--- src/rtl/barrett_precompute.sv ---
// Barrett constant generator: for modulus m computes R = 2*bitlen(m) and floor(2^R / m).
// Ports: sys_clk, sys_rst_n, start, modulus in; busy, done, error, R, constant out.
module barrett_precompute #(
    parameter int BITWIDTH = 32
) (
    input  logic                sys_clk,
    input  logic                sys_rst_n,
    input  logic                start,
    input  logic [BITWIDTH-1:0] modulus,
    output logic                busy,
    output logic                done,
    output logic                error,
    output logic [BITWIDTH-1:0] R,
    output logic [BITWIDTH+1:0] constant
);

    localparam int KW = $clog2(BITWIDTH + 1);
    localparam int CW = $clog2(2 * BITWIDTH + 2);

    typedef enum logic [1:0] {IDLE, SIZE, DIV, DONE} state_t;

    state_t state_q, state_d;

    logic [BITWIDTH-1:0] m_q, m_d;
    logic [BITWIDTH:0]   rem_q, rem_d;
    logic [BITWIDTH+1:0] quo_q, quo_d;
    logic [CW-1:0]       cnt_q, cnt_d;
    logic                first_q, first_d;
    logic                err_q, err_d;
    logic [BITWIDTH-1:0] r_q, r_d;
    logic [BITWIDTH+1:0] const_q, const_d;

    logic [KW-1:0]       k;
    logic [CW-1:0]       two_k;
    logic [BITWIDTH+1:0] rem_sh;
    logic [BITWIDTH+1:0] rem_sub;
    logic                ge;
    logic [BITWIDTH+1:0] quo_sh;

    // Priority encoder: highest set bit wins, k = index + 1.
    always_comb begin
        k = '0;
        for (int i = 0; i < BITWIDTH; i++) begin
            if (m_q[i]) k = KW'(i + 1);
        end
        two_k = CW'(k) << 1;
    end

    // One restoring-division step; the dividend is 2^R, so only its
    // leading bit is 1 and every later bit shifted in is 0.
    always_comb begin
        rem_sh  = {rem_q, first_q};
        ge      = rem_sh >= {2'b00, m_q};
        rem_sub = rem_sh - {2'b00, m_q};
        quo_sh  = (BITWIDTH + 2)'({quo_q, ge});
    end

    always_ff @(posedge sys_clk or negedge sys_rst_n) begin
        if (!sys_rst_n) state_q <= IDLE;
        else            state_q <= state_d;
    end

    always_comb begin
        state_d = state_q;
        unique case (state_q)
            IDLE: if (start) state_d = SIZE;
            SIZE: state_d = (m_q == '0) ? DONE : DIV;
            DIV:  if (cnt_q == CW'(1)) state_d = DONE;
            DONE: state_d = IDLE;
        endcase
    end

    always_comb begin
        busy = (state_q != IDLE);
        done = (state_q == DONE);
    end

    always_comb begin
        m_d     = m_q;
        rem_d   = rem_q;
        quo_d   = quo_q;
        cnt_d   = cnt_q;
        first_d = first_q;
        err_d   = err_q;
        r_d     = r_q;
        const_d = const_q;
        unique case (state_q)
            IDLE: begin
                if (start) begin
                    m_d   = modulus;
                    err_d = 1'b0;
                end
            end
            SIZE: begin
                if (m_q == '0) begin
                    err_d   = 1'b1;
                    r_d     = '0;
                    const_d = '0;
                end else begin
                    r_d     = BITWIDTH'(two_k);
                    rem_d   = '0;
                    quo_d   = '0;
                    cnt_d   = two_k + CW'(1);
                    first_d = 1'b1;
                end
            end
            DIV: begin
                rem_d   = (BITWIDTH + 1)'(ge ? rem_sub : rem_sh);
                quo_d   = quo_sh;
                cnt_d   = cnt_q - CW'(1);
                first_d = 1'b0;
                if (cnt_q == CW'(1)) const_d = quo_sh;
            end
            DONE: begin
            end
        endcase
    end

    always_ff @(posedge sys_clk or negedge sys_rst_n) begin
        if (!sys_rst_n) begin
            m_q     <= '0;
            rem_q   <= '0;
            quo_q   <= '0;
            cnt_q   <= '0;
            first_q <= 1'b0;
            err_q   <= 1'b0;
            r_q     <= '0;
            const_q <= '0;
        end else begin
            m_q     <= m_d;
            rem_q   <= rem_d;
            quo_q   <= quo_d;
            cnt_q   <= cnt_d;
            first_q <= first_d;
            err_q   <= err_d;
            r_q     <= r_d;
            const_q <= const_d;
        end
    end

    assign error    = err_q;
    assign R        = r_q;
    assign constant = const_q;

endmodule

--- config.mk ---
export PLATFORM = sky130hd
export DESIGN_NAME = barrett_precompute
export DESIGN_NICKNAME = d
export VERILOG_FILES = /design/src/rtl/barrett_precompute.sv
export SDC_FILE = /design/constraint.sdc
export NUM_CORES = 1
export LEC_CHECK = 0
export BUFFER_PORTS_ARGS = -buffer_cell sky130_fd_sc_hd__buf_2
export CORE_ASPECT_RATIO = 1.75
export CORE_MARGIN = 2
export CORE_UTILIZATION = 59
export CTS_CLUSTER_SIZE = 40
export DETAILED_ROUTE_END_ITERATION = 7
export PLACE_DENSITY = 0.81
export SLEW_MARGIN = 10
export SYNTH_ARGS = -nofsm -noshare
export SYNTH_HDL_FRONTEND = slang
export SYNTH_SLANG_ARGS = --single-unit
--- constraint.sdc ---
create_clock -name sys_clk -period 3.2 [get_ports sys_clk]
set_clock_uncertainty 0.05 [all_clocks]
set_input_delay 0.32 -clock sys_clk [delete_from_list [all_inputs] [get_ports sys_clk]]
set_output_delay 0.32 -clock sys_clk [all_outputs]
set_load 0.01 [all_outputs]
; Word level (Yosys, flattened, before mapping)
; Cells that the tools add are included.
[word_totals]
register_bits = 175
latch_bits = 0
ram_bits = 0
rom_bits = 0
in_bits = 35
out_inout_bits = 69
wordCells = 83
mem_count = 0
[classes]
n_addsub = 3
mul = 0
div_mod_pow = 0
magnitude_cmp = 1
eq_ne = 8
shifts = 0
n_mux = 52
bitwise_logic = 0
n_reduce_logical = 10
[op_table]
columns = cell, count
row1 = $mux W6, 28
row2 = $pmux W33 S2, 2
row3 = $mux W33, 3
row4 = $mux W34, 2
row5 = $pmux W34 S2, 1
row6 = $ge A34 B32 Y1, 1
row7 = $sub A33 B32 Y33, 1
row8 = $logic_not A32 Y1, 1
row9 = $mux W7, 2
row10 = $pmux W7 S2, 1
row11 = $mux W2, 4
row12 = $ne A2 B2 Y1 const B, 4
row13 = $pmux W2 S4, 1
row14 = $add A7 B1 Y7 const B, 1
row15 = $eq A7 B1 Y1 const B, 1
row16 = $sub A7 B1 Y7 const B, 1
row17 = $reduce_and A2 Y1, 3
row18 = $reduce_and A3 Y1, 2
row19 = $reduce_bool A2 Y1, 3
row20 = $mux W1, 5
row21 = $eq A2 B2 Y1 const B, 2
row22 = $pmux W1 S2, 2
row23 = $mux W3, 1
row24 = $eq A2 B1 Y1 const B, 1
row25 = $logic_not A2 Y1, 1

; Depth between registers and ports, before layout
; Gate-level depths: netlist of run 1.
[logic_depth]
word_depth = 35
mapped_depth = 12
mapped_depth_nobuf = 11

; Worst setup path after synthesis of run 1
; No wires, ideal clock.
[synth_path]
path_type = register to register
start = register m_q[0]
end = register rem_q[9]
setup_ps = 132
arrival_time_ps = 2685
t_required_ps = 3018
path_slack_ps = 333
stages_incl_launch_ff = 11
path_buffers = 0
synth_period_minus_slack_ps = 2867
path_cell_list = dfrtp_1 ha_1 fa_1 nand2b_1 a21oi_1 a311oi_2 a21o_1 a21oi_2 a211oi_4 a2111oi_0 o31ai_1
[synth_between]
elab_chain_cells = 3
word_cells_on_any_way = 7
[synth_rtl]
columns = item, line
row1 = from (decl), 24  ; logic [BITWIDTH-1:0] m_q, m_d;
row2 = from (signal assigned), 130  ; m_q <= m_d;
row3 = "$sub A33 B32 Y33, or another cell as far along", 54  ; rem_sub = rem_sh - {2'b00, m_q};
row4 = $mux W33 / $ne A2 B2 Y1 (equally long branches), -
row5 = $pmux W33 S2 / $reduce_and A2 Y1 (equally long branches), -
row6 = to (signal assigned), 131  ; rem_q <= rem_d;
row7 = to (decl), 25  ; logic [BITWIDTH:0] rem_q, rem_d;
; Parallel ways exist; a longest one is shown, timed or not.
; A chain may end at the register's enable or synchronous reset.

; Worst setup path in the final report of run 1
[layout_path]
start = register m_q[6]
end = register rem_q[7]
; Same word-level chain as after synthesis.

==> flow_summary.json, run 1 <==
{
  "hold_viol": 0,
  "root_buffer": "clkbuf_16",
  "r2r_start": "m_q[6]",
  "min_path_type": "in -> reg",
  "synth_edf_count": 0,
  "clock_sink_count": 149,
  "use_met3_pct": 5.288,
  "coreArea_um2": 13910,
  "drtIter0Drc": 364,
  "viasPerCell": 6.060,
  "max-cap-violations": 0,
  "ys_seq_elements": 149,
  "post-place-cells": 1121,
  "holdPathStages": 2,
  "rr_worst_depth": 11,
  "grt_pass1_wl_mm": 33.80,
  "drc": 0,
  "busiest_layer": "met2",
  "initial_core_util_pct": 60.58,
  "place.port_buffers": 77,
  "cp-start-kind": "register",
  "synth-main-ff-cell": "dfrtp_1",
  "drive_gt1_share_pct": 21.19,
  "fmax_ghz": 0.3249,
  "maxSlewHeadroom_pct": 52.21,
  "rsz0062_at_grt": "no",
  "setup_viol": 0,
  "synth.distinct_cells": 73,
  "ioPinCount": 104,
  "dr.pass1.iters": 6,
  "antenna_found_initial": 0,
  "r2r-end": "rem_q[7]",
  "drt_wl_total_mm": 20.19,
  "cp_max_fo": 20,
  "yosysWarnings": 0,
  "fin_crit_ps": 3078,
  "p_leak_nw": 4.650,
  "gpl.final_weighted_congestion": 0.9726,
  "instances_no_fill": 1154,
  "cts_made_buffers": 17,
  "crit_arrival_ps": 3370,
  "clock_latency_ps": 430,
  "synthesis.area_um2": 8424,
  "critical_path_class": "reg -> reg",
  "finalSetupTns_ps": 0,
  "hp-start": "modulus[21]",
  "max_slew.worst_pin.slew_ps": 716.9,
  "grt_usage_pct": 28.09,
  "syn_to_final_growth_pct": 15.49,
  "fin_crit_sh_pct": 96.18,
  "dpl.hpwl_mm": 14.45,
  "grt_max_degree": 74,
  "status": "finished, final reports clean",
  "reg2reg_slack_ps": 120,
  "diodes": 0,
  "clk_pin_slew_ps": 70,
  "fp-row-count": 57,
  "n_fill_cell": 1097,
  "p_per_area_nw_per_um2": 1172,
  "synth_async_sr_flop_share_pct": 100.0,
  "postRouteAntennaNets": 0,
  "seq_area_frac_synth_pct": 44.26,
  "timing.hold.ws_ps": 66.24,
  "max-vdd-ir-drop_v": 0.0006986,
  "layout_commonest_cell": "dfrtp_1",
  "final_nets": 1039,
  "crit_required_ps": 3500,
  "die_w_um": 94.33,
  "grt_pass1_vias": 7049,
  "critical_path.endpoint_type": "register",
  "die_h_um": 162.1,
  "dieArea_um2": 15290,
  "layout_common_cells": "147 x dfrtp_1, 114 x nand2_1, 76 x buf_2, 68 x o21ai_0, 46 x inv_1",
  "cts_tree": "yes",
  "utilization_pct": 69.96,
  "vias": 6993,
  "grtUsageMet2_pct": 49.87,
  "cts_setup_buffers": 0,
  "wire_per_inst_um": 17.49,
  "finalMaxSlewViolations": 0,
  "postSynthCellCount": 870,
  "min_to": "m_q[21]",
  "syn_area_per_cell_um2": 9.683,
  "cts_buffer_depth": 2,
  "overflow": 0,
  "htreeDepth": 4,
  "grt.met1_usage_pct": 31.67
}
==> cell type report <==
class / count / area (um^2) / share of cell area, %
clock inverter: 15 / 183.9 / 1.890
sequential: 149 / 3731 / 38.35
tap: 177 / 221.5 / 2.276
timing repair buffer: 114 / 709.4 / 7.292
inverter: 46 / 172.7 / 1.775
clock buffer: 17 / 425.4 / 4.372
multi-input combinational: 636 / 4285 / 44.05
==> state kept, by name (all words and copies together), names as in the netlist <==
register / cells
first_q: 1
error: 1
m_q: 32
cnt_q: 7
constant: 34
quo_q: 33
rem_q: 33
R: 6
state_q: 2
==> per-stage QoR <==
step                setup WS [ps]  cell area [um^2]  power [mW]
floorplan                   333.0              8518       7.456
global placement            206.3              9100       9.045
detailed placement          110.9              9100       9.184
CTS                         66.40              9719       11.33
global route                13.37              9729       12.25
finish                      122.2              9729       11.40
==> logic make-up (layout without fill, tap and decap cells) <==
logic type	count (synthesis)	in the layout	share of synthesized area [%]
AO/OA/AOI/OAI	256	256	20.88
XOR/XNOR	23	23	2.391
adder cells (fa/ha/maj)	40	40	6.030
buffers and inverters	110	192	6.357
flip-flops	149	149	44.26
multiplexers	59	59	7.604
other	1	26	0.04451
AND/OR/NAND/NOR	232	232	12.43
==> Yosys cell counts, types with 6 or more instances <==
cell | n | area [um^2]
a32oi_1 | 14 | 122.6
a22o_1 | 34 | 297.8
o21a_1 | 7 | 52.55
o21ai_1 | 18 | 90.09
dfrtp_1 | 149 | 3729
nor3_1 | 16 | 80.08
inv_1 | 46 | 172.7
mux2_2 | 40 | 450.4
clkbuf_1 | 24 | 90.09
buf_2 | 8 | 40.04
a21oi_1 | 37 | 185.2
ha_1 | 39 | 488.0
o21ai_0 | 68 | 340.3
buf_4 | 26 | 195.2
mux2i_1 | 19 | 190.2
nor2b_1 | 6 | 37.54
a21o_1 | 15 | 112.6
nand3_1 | 15 | 75.07
nand2_1 | 114 | 427.9
xor2_1 | 13 | 113.9
xnor2_1 | 10 | 87.58
nor2_1 | 42 | 157.7
nor4_1 | 9 | 56.30
==> worst max-delay path by stage <==
stage / startpoint / endpoint / slack [ps] / depth (start not counted)
global route: m_q[6] / rem_q[7] / 10 / 11
CTS: m_q[6] / rem_q[7] / 70 / 11
floorplan: m_q[0] / rem_q[9] / 330 / 10
detailed placement: m_q[0] / rem_q[9] / 110 / 11
finish: m_q[6] / rem_q[7] / 120 / 11
global placement: m_q[20] / rem_q[7] / 210 / 11
==> routing by layer <==
metal	wire length, um	share of wire, %	up-vias
met5	0	0	-
met4	920	4.6	0
met3	977	4.8	65
met2	10710	53	243
met1	7575	38	3407
li1	-	-	3278
==> power by group <==
part	switching (mW)	internal (mW)
registers	0.525	2.46
logic	3.71	2.63
clock network	0.895	1.18
total	5.13	6.27
==> timing repair <==
action                                 CTS  global route
hold buffers                             1             0
gates resized for setup                  0             5
setup endpoints to repair                0             4
endpoints found under the hold margin   70             0
==> critical path: stages, from the launching register on <==
cell and delay [ps]:
dfrtp_1 390, inv_1 80, ha_1 360, o21a_1 240, a21boi_1 160, a311oi_2 350
a21o_1 240, a21oi_2 90, a211oi_4 340, buf_12 220, mux2_2 350, o21ai_1 120
Note: power is estimated with default switching activity, not from simulation.
==> run 2, diff against run 1 <==
--- a/config.mk
+++ b/config.mk
@@ -6,12 +6,14 @@
 export NUM_CORES = 1
 export LEC_CHECK = 0
 export BUFFER_PORTS_ARGS = -buffer_cell sky130_fd_sc_hd__buf_2
+export CELL_PAD_IN_SITES_DETAIL_PLACEMENT = 0
+export CELL_PAD_IN_SITES_GLOBAL_PLACEMENT = 1
 export CORE_ASPECT_RATIO = 1.75
 export CORE_MARGIN = 2
-export CORE_UTILIZATION = 59
+export CORE_UTILIZATION = 46
 export CTS_CLUSTER_SIZE = 40
 export DETAILED_ROUTE_END_ITERATION = 7
-export PLACE_DENSITY = 0.81
+export PLACE_DENSITY_LB_ADDON = 0.1
 export SLEW_MARGIN = 10
 export SYNTH_ARGS = -nofsm -noshare
 export SYNTH_HDL_FRONTEND = slang
==> run 2 against run 1 <==
Compared with the run above: first-iteration DRC count decreased by 4.9%; count of clock-buffer cells in the layout grew 1; critical path type unchanged; critical endpoint is now rem_q[31]; power rose by 3.2%; largest power group unchanged; wire length up 11%.
==> flow_summary.json, run 2 (synthesized netlist as in run 1, its figures left out) <==
{
  "status": "finished, final reports clean",
  "cts_buffer_depth": 2,
  "initial_core_util_pct": 46.87,
  "crit_required_ps": 3490,
  "p_per_area_nw_per_um2": 1189,
  "timing.hold.ws_ps": 71.28,
  "cts_tree": "yes",
  "largest_reg_flops": 34,
  "die_w_um": 106.3,
  "overflow": 0,
  "layout_common_cells": "147 x dfrtp_1, 114 x nand2_1, 76 x buf_2, 66 x o21ai_0, 46 x inv_1",
  "crit_arrival_ps": 3350,
  "clock_latency_ps": 430,
  "drc": 0,
  "ioPinCount": 104,
  "drt_wl_total_mm": 22.46,
  "max-cap-violations": 0,
  "rsz0062_at_grt": "yes",
  "dr.pass1.iters": 5,
  "maxSlewHeadroom_pct": 39.58,
  "dpl.hpwl_mm": 16.54,
  "clk_pin_slew_ps": 70,
  "grt_pass1_wl_mm": 35.62,
  "dieArea_um2": 19460,
  "layout_commonest_cell": "dfrtp_1",
  "fin_crit_ps": 3059,
  "clock_sink_count": 149,
  "grt_max_degree": 96,
  "finalMaxSlewViolations": 0,
  "antenna_found_initial": 0,
  "fin_crit_sh_pct": 95.58,
  "max-vdd-ir-drop_v": 0.0005466,
  "fmax_ghz": 0.3269,
  "diodes": 0,
  "postRouteAntennaNets": 0,
  "grt_usage_pct": 23.48,
  "place.port_buffers": 77,
  "cp-start-kind": "register",
  "root_buffer": "clkbuf_16",
  "setup_ws_ps": 141.4,
  "cts_made_buffers": 17,
  "p_leak_nw": 4.676,
  "drive_gt1_share_pct": 22.03,
  "critical_path_class": "reg -> reg",
  "max_slew.worst_pin.slew_ps": 906.2,
  "dp_slack_ps": 68.23,
  "coreArea_um2": 17970,
  "wire_per_inst_um": 18.42,
  "hold_viol": 0,
  "drtIter0Drc": 346,
  "setup_viol": 0,
  "cp_max_fo": 7,
  "critical_path.endpoint_type": "register",
  "grt_pass1_vias": 6956,
  "fp-row-count": 65,
  "viasPerCell": 5.675,
  "min_path_type": "in -> reg",
  "vias": 6918,
  "gpl.final_weighted_congestion": 0.9408,
  "syn_to_final_growth_pct": 17.36,
  "final_nets": 1047,
  "die_h_um": 183.0,
  "htreeDepth": 4
}
-- run 2: cell count changes in the layout (fill, tap and decap cells not counted), sizes merged --
cell      previous run  this run
clkinvlp             2         5
clkbuf              17        19
clkinv               3         1
inv                 54        53
buf                113       120
bufinv               2         1
-- run 2: cell type report --
cell class / count / area, um^2
fill: 1646 / 8087
multi-input combinational: 636 / 4294
sequential: 149 / 3731
timing repair buffer: 122 / 824.5
clock buffer: 18 / 429.2
tap: 234 / 292.8
inverter: 46 / 172.7
clock inverter: 14 / 142.6
-- run 2: worst max-delay path, stage by stage, from the launching register on --
cell,delay [ps]
dfrtp_1,390
inv_1,80
ha_2,400
and3_1,190
nand3_1,120
or4_4,580
o31ai_4,330
buf_4,190
mux2i_1,70
a2111oi_0,350
a21oi_1,100
o211ai_1,100
-- run 2: repair_timing --
| item | CTS | global route |
|---|---|---|
| resized for setup | 0 | 10 |
| endpoints found under the hold margin | 77 | 0 |
| hold buffers | 1 | 0 |
| buffers inserted | 0 | 4 |
| setup endpoints to repair | 0 | 19 |
-- run 2: metrics by stage --
stage / TNS [ps] / instance area, um^2 / power, mW / utilization [%] / std cells
finish: 0 / 9887 / 11.76 / 55.01 / 1219
floorplan: 0 / 8518 / 7.456 / - / 895
CTS: 0 / 9788 / 11.49 / 54.46 / 1214
detailed placement: 0 / 9206 / 9.463 / 51.22 / 1181
global route: -12.35 / 9887 / 12.58 / 55.01 / 1219
global placement: 0 / 9206 / 9.323 / 51.22 / 1181
-- run 2: power by group --
group          total (mW)  switching, mW  internal, mW
Combinational        6.80           3.98          2.83
Clock                1.97          0.877          1.09
Sequential           2.99          0.530          2.46
-- run 2: metal layers --
layer	track usage, %	vias to the layer above	part of all wire, %
li1	-	3302	-
met2	44.72	181	55
met1	24.95	3382	37
met4	11.00	0	3.8
met5	0	-	0
met3	3.340	53	3.4
-- run 2: final timing paths --
path / from / end / slack (ps) / cells past startpoint
max in group asynchronous: sys_rst_n / m_q[20] / 1780 / 3
max: m_q[13] / rem_q[31] / 140 / 11
max reg2reg: m_q[13] / rem_q[31] / 140 / 11
min: modulus[17] / m_q[17] / 70 / 2
min in group asynchronous: sys_rst_n / constant[11] / 470 / 2
min reg2reg: constant[19] / constant[19] / 420 / 2
==> run 3, diff against run 2 <==
--- a/config.mk
+++ b/config.mk
@@ -5,7 +5,7 @@
 export SDC_FILE = /design/constraint.sdc
 export NUM_CORES = 1
 export LEC_CHECK = 0
-export BUFFER_PORTS_ARGS = -buffer_cell sky130_fd_sc_hd__buf_2
+export BUFFER_PORTS_ARGS = -buffer_cell sky130_fd_sc_hd__buf_4
 export CELL_PAD_IN_SITES_DETAIL_PLACEMENT = 0
 export CELL_PAD_IN_SITES_GLOBAL_PLACEMENT = 1
 export CORE_ASPECT_RATIO = 1.75
==> run 3 against run 2 <==
Compared with the run above: design area up 0.89%; wire length down 1.9%; critical path depth down 1; count of clock-buffer cells in the layout unchanged; hold slack worse by 4.8 ps; first-iteration DRC count down 7.5%; die area unchanged; largest power group unchanged.
==> flow_summary.json, run 3 (synthesized netlist as in run 1, its figures left out) <==
{
  "grt_usage_pct": 23.39,
  "p_per_area_nw_per_um2": 1149,
  "coreArea_um2": 17970,
  "max-cap-violations": 0,
  "critical_path.endpoint_type": "register",
  "postRouteAntennaNets": 0,
  "drt_wl_total_mm": 22.03,
  "finalSetupTns_ps": 0,
  "grt_max_degree": 81,
  "initial_core_util_pct": 46.87,
  "instances_no_fill": 1211,
  "crit_chain": "inv_1 > ha_1 > and3_1 > nand3_1 > or4_4 > o31ai_4 > a211oi_4 > buf_12 > a2111oi_1 > o31ai_1",
  "cp_max_fo": 17,
  "dieArea_um2": 19460,
  "combinationalPowerShare_pct": 57.1,
  "ioPinCount": 104,
  "critical_path_class": "reg -> reg",
  "dr.pass1.iters": 4,
  "grt_pass1_wl_mm": 35.61,
  "grt_pass1_vias": 7072,
  "rsz0062_at_grt": "no",
  "dp_slack_ps": 119.8,
  "dpl.hpwl_mm": 16.47,
  "p_leak_nw": 4.679,
  "cts_made_buffers": 17,
  "met2_length_mm": 12.18,
  "max-vdd-ir-drop_v": 0.0004769,
  "cts_tree": "yes",
  "layout_commonest_cell": "dfrtp_1",
  "syn_to_final_growth_pct": 18.40,
  "fin_crit_sh_pct": 95.95,
  "fp-row-count": 65,
  "cp-start-kind": "register",
  "drive_gt1_share_pct": 20.98,
  "postLayoutCellArea_um2": 9975,
  "hold_viol": 0,
  "cts_setup_buffers": 0,
  "maxSlewHeadroom_pct": 46.79,
  "post-place-cells": 1178,
  "crit_slowest_cell": "or4_4",
  "overflow": 0,
  "die_w_um": 106.3,
  "finalMaxSlewViolations": 0,
  "cts_buffer_depth": 2,
  "htreeDepth": 4,
  "swShare_pct": 45.71,
  "cpLargestDelayFamily": "compound AO/OA/AOI/OAI gates",
  "timing.hold.ws_ps": 66.50,
  "wl_met3_um": 591,
  "root_buffer": "clkbuf_16",
  "gpl.final_weighted_congestion": 0.9124,
  "fmax_ghz": 0.3257,
  "p_int_mw": 6.224,
  "fin_crit_ps": 3070,
  "placed_cell_area_um2": 9399,
  "status": "finished, final reports clean",
  "clock_latency_ps": 430,
  "die_h_um": 183.0,
  "vias": 6828,
  "crit_buf_inv": 2,
  "setup_viol": 0,
  "layout_common_cells": "149 x dfrtp_1, 114 x nand2_1, 106 x buf_4, 68 x o21ai_0, 46 x inv_1",
  "netSwitchingPower_mw": 5.240,
  "drtIter0Drc": 320,
  "crit_required_ps": 3460,
  "crit_arrival_ps": 3330,
  "wire_per_inst_um": 18.19,
  "diodes": 0,
  "largest_reg_flops": 34,
  "p_seq_share_pct": 26.2,
  "met1_length_mm": 8.358,
  "clk_pin_slew_ps": 70,
  "setup_ws_ps": 129.6,
  "p_clk_share_pct": 16.6,
  "antenna_found_initial": 0,
  "min_path_type": "in -> reg",
  "routed.top_layer": "met4",
  "place.port_buffers": 77,
  "slowest_delay_ps": 570,
  "final_nets": 1039,
  "drc": 0,
  "max_slew.worst_pin.slew_ps": 796.4,
  "viasPerCell": 5.638,
  "clock_sink_count": 149
}
[run 3: area by class of cell]
| type | instances | area [um^2] |
|---|---|---|
| fill | 1613 | 7999 |
| timing repair buffer | 114 | 937.1 |
| clock buffer | 18 | 439.2 |
| inverter | 46 | 172.7 |
| sequential | 149 | 3729 |
| tap | 234 | 292.8 |
| multi-input combinational | 636 | 4288 |
| clock inverter | 14 | 116.4 |
[run 3: worst reg2reg max path: cells and delay by family, from the launching register on]
kind	cells	cell delay, ps
AOI/OAI and AO/OA	4	930
and+or+nand+nor	3	890
DFF	1	440
adders and majority gates	1	390
buffers and inverters	2	260
[run 3: power groups by stage]
stage	clock [mW]	combinational (mW)	sequential (mW)
6_report	1.91	6.55	3.01
5_1_grt	2.04	7.20	3.08
4_1_cts	1.95	6.52	3.00
3_5_place_dp	0	6.48	3.03
3_3_place_gp	0	6.32	3.02
2_1_floorplan	0	4.56	2.89
[run 3: final timing paths]
kind / from / end / slack, ps / cells after the start
hold / removal: modulus[18] / m_q[18] / 70 / 2
setup / recovery: m_q[11] / rem_q[9] / 130 / 10
max in group asynchronous: sys_rst_n / rem_q[14] / 1900 / 3
hold reg to reg: constant[22] / constant[22] / 430 / 2
setup reg to reg: m_q[11] / rem_q[9] / 130 / 10
min in group asynchronous: sys_rst_n / constant[11] / 440 / 2
[run 3: repair_timing]
action | in CTS | in global routing
endpoints found under the setup margin | 0 | 11
gates resized for setup | 0 | 4
hold endpoints to repair | 77 | 0
hold buffers | 1 | 0
[run 3: routing by layer]
layer,vias to the layer above,GRT usage (%)
met3,55,3.767
met2,139,43.77
met1,3357,24.99
met4,0,11.63
li1,3277,-
met5,-,0
[run 3: through the flow]
stage / utilization [%] / total power, mW
detailed placement: 52.29 / 9.511
finish: 55.50 / 11.46
global placement: 52.29 / 9.341
CTS: 55.44 / 11.47
global route: 55.50 / 12.32
floorplan: - / 7.456
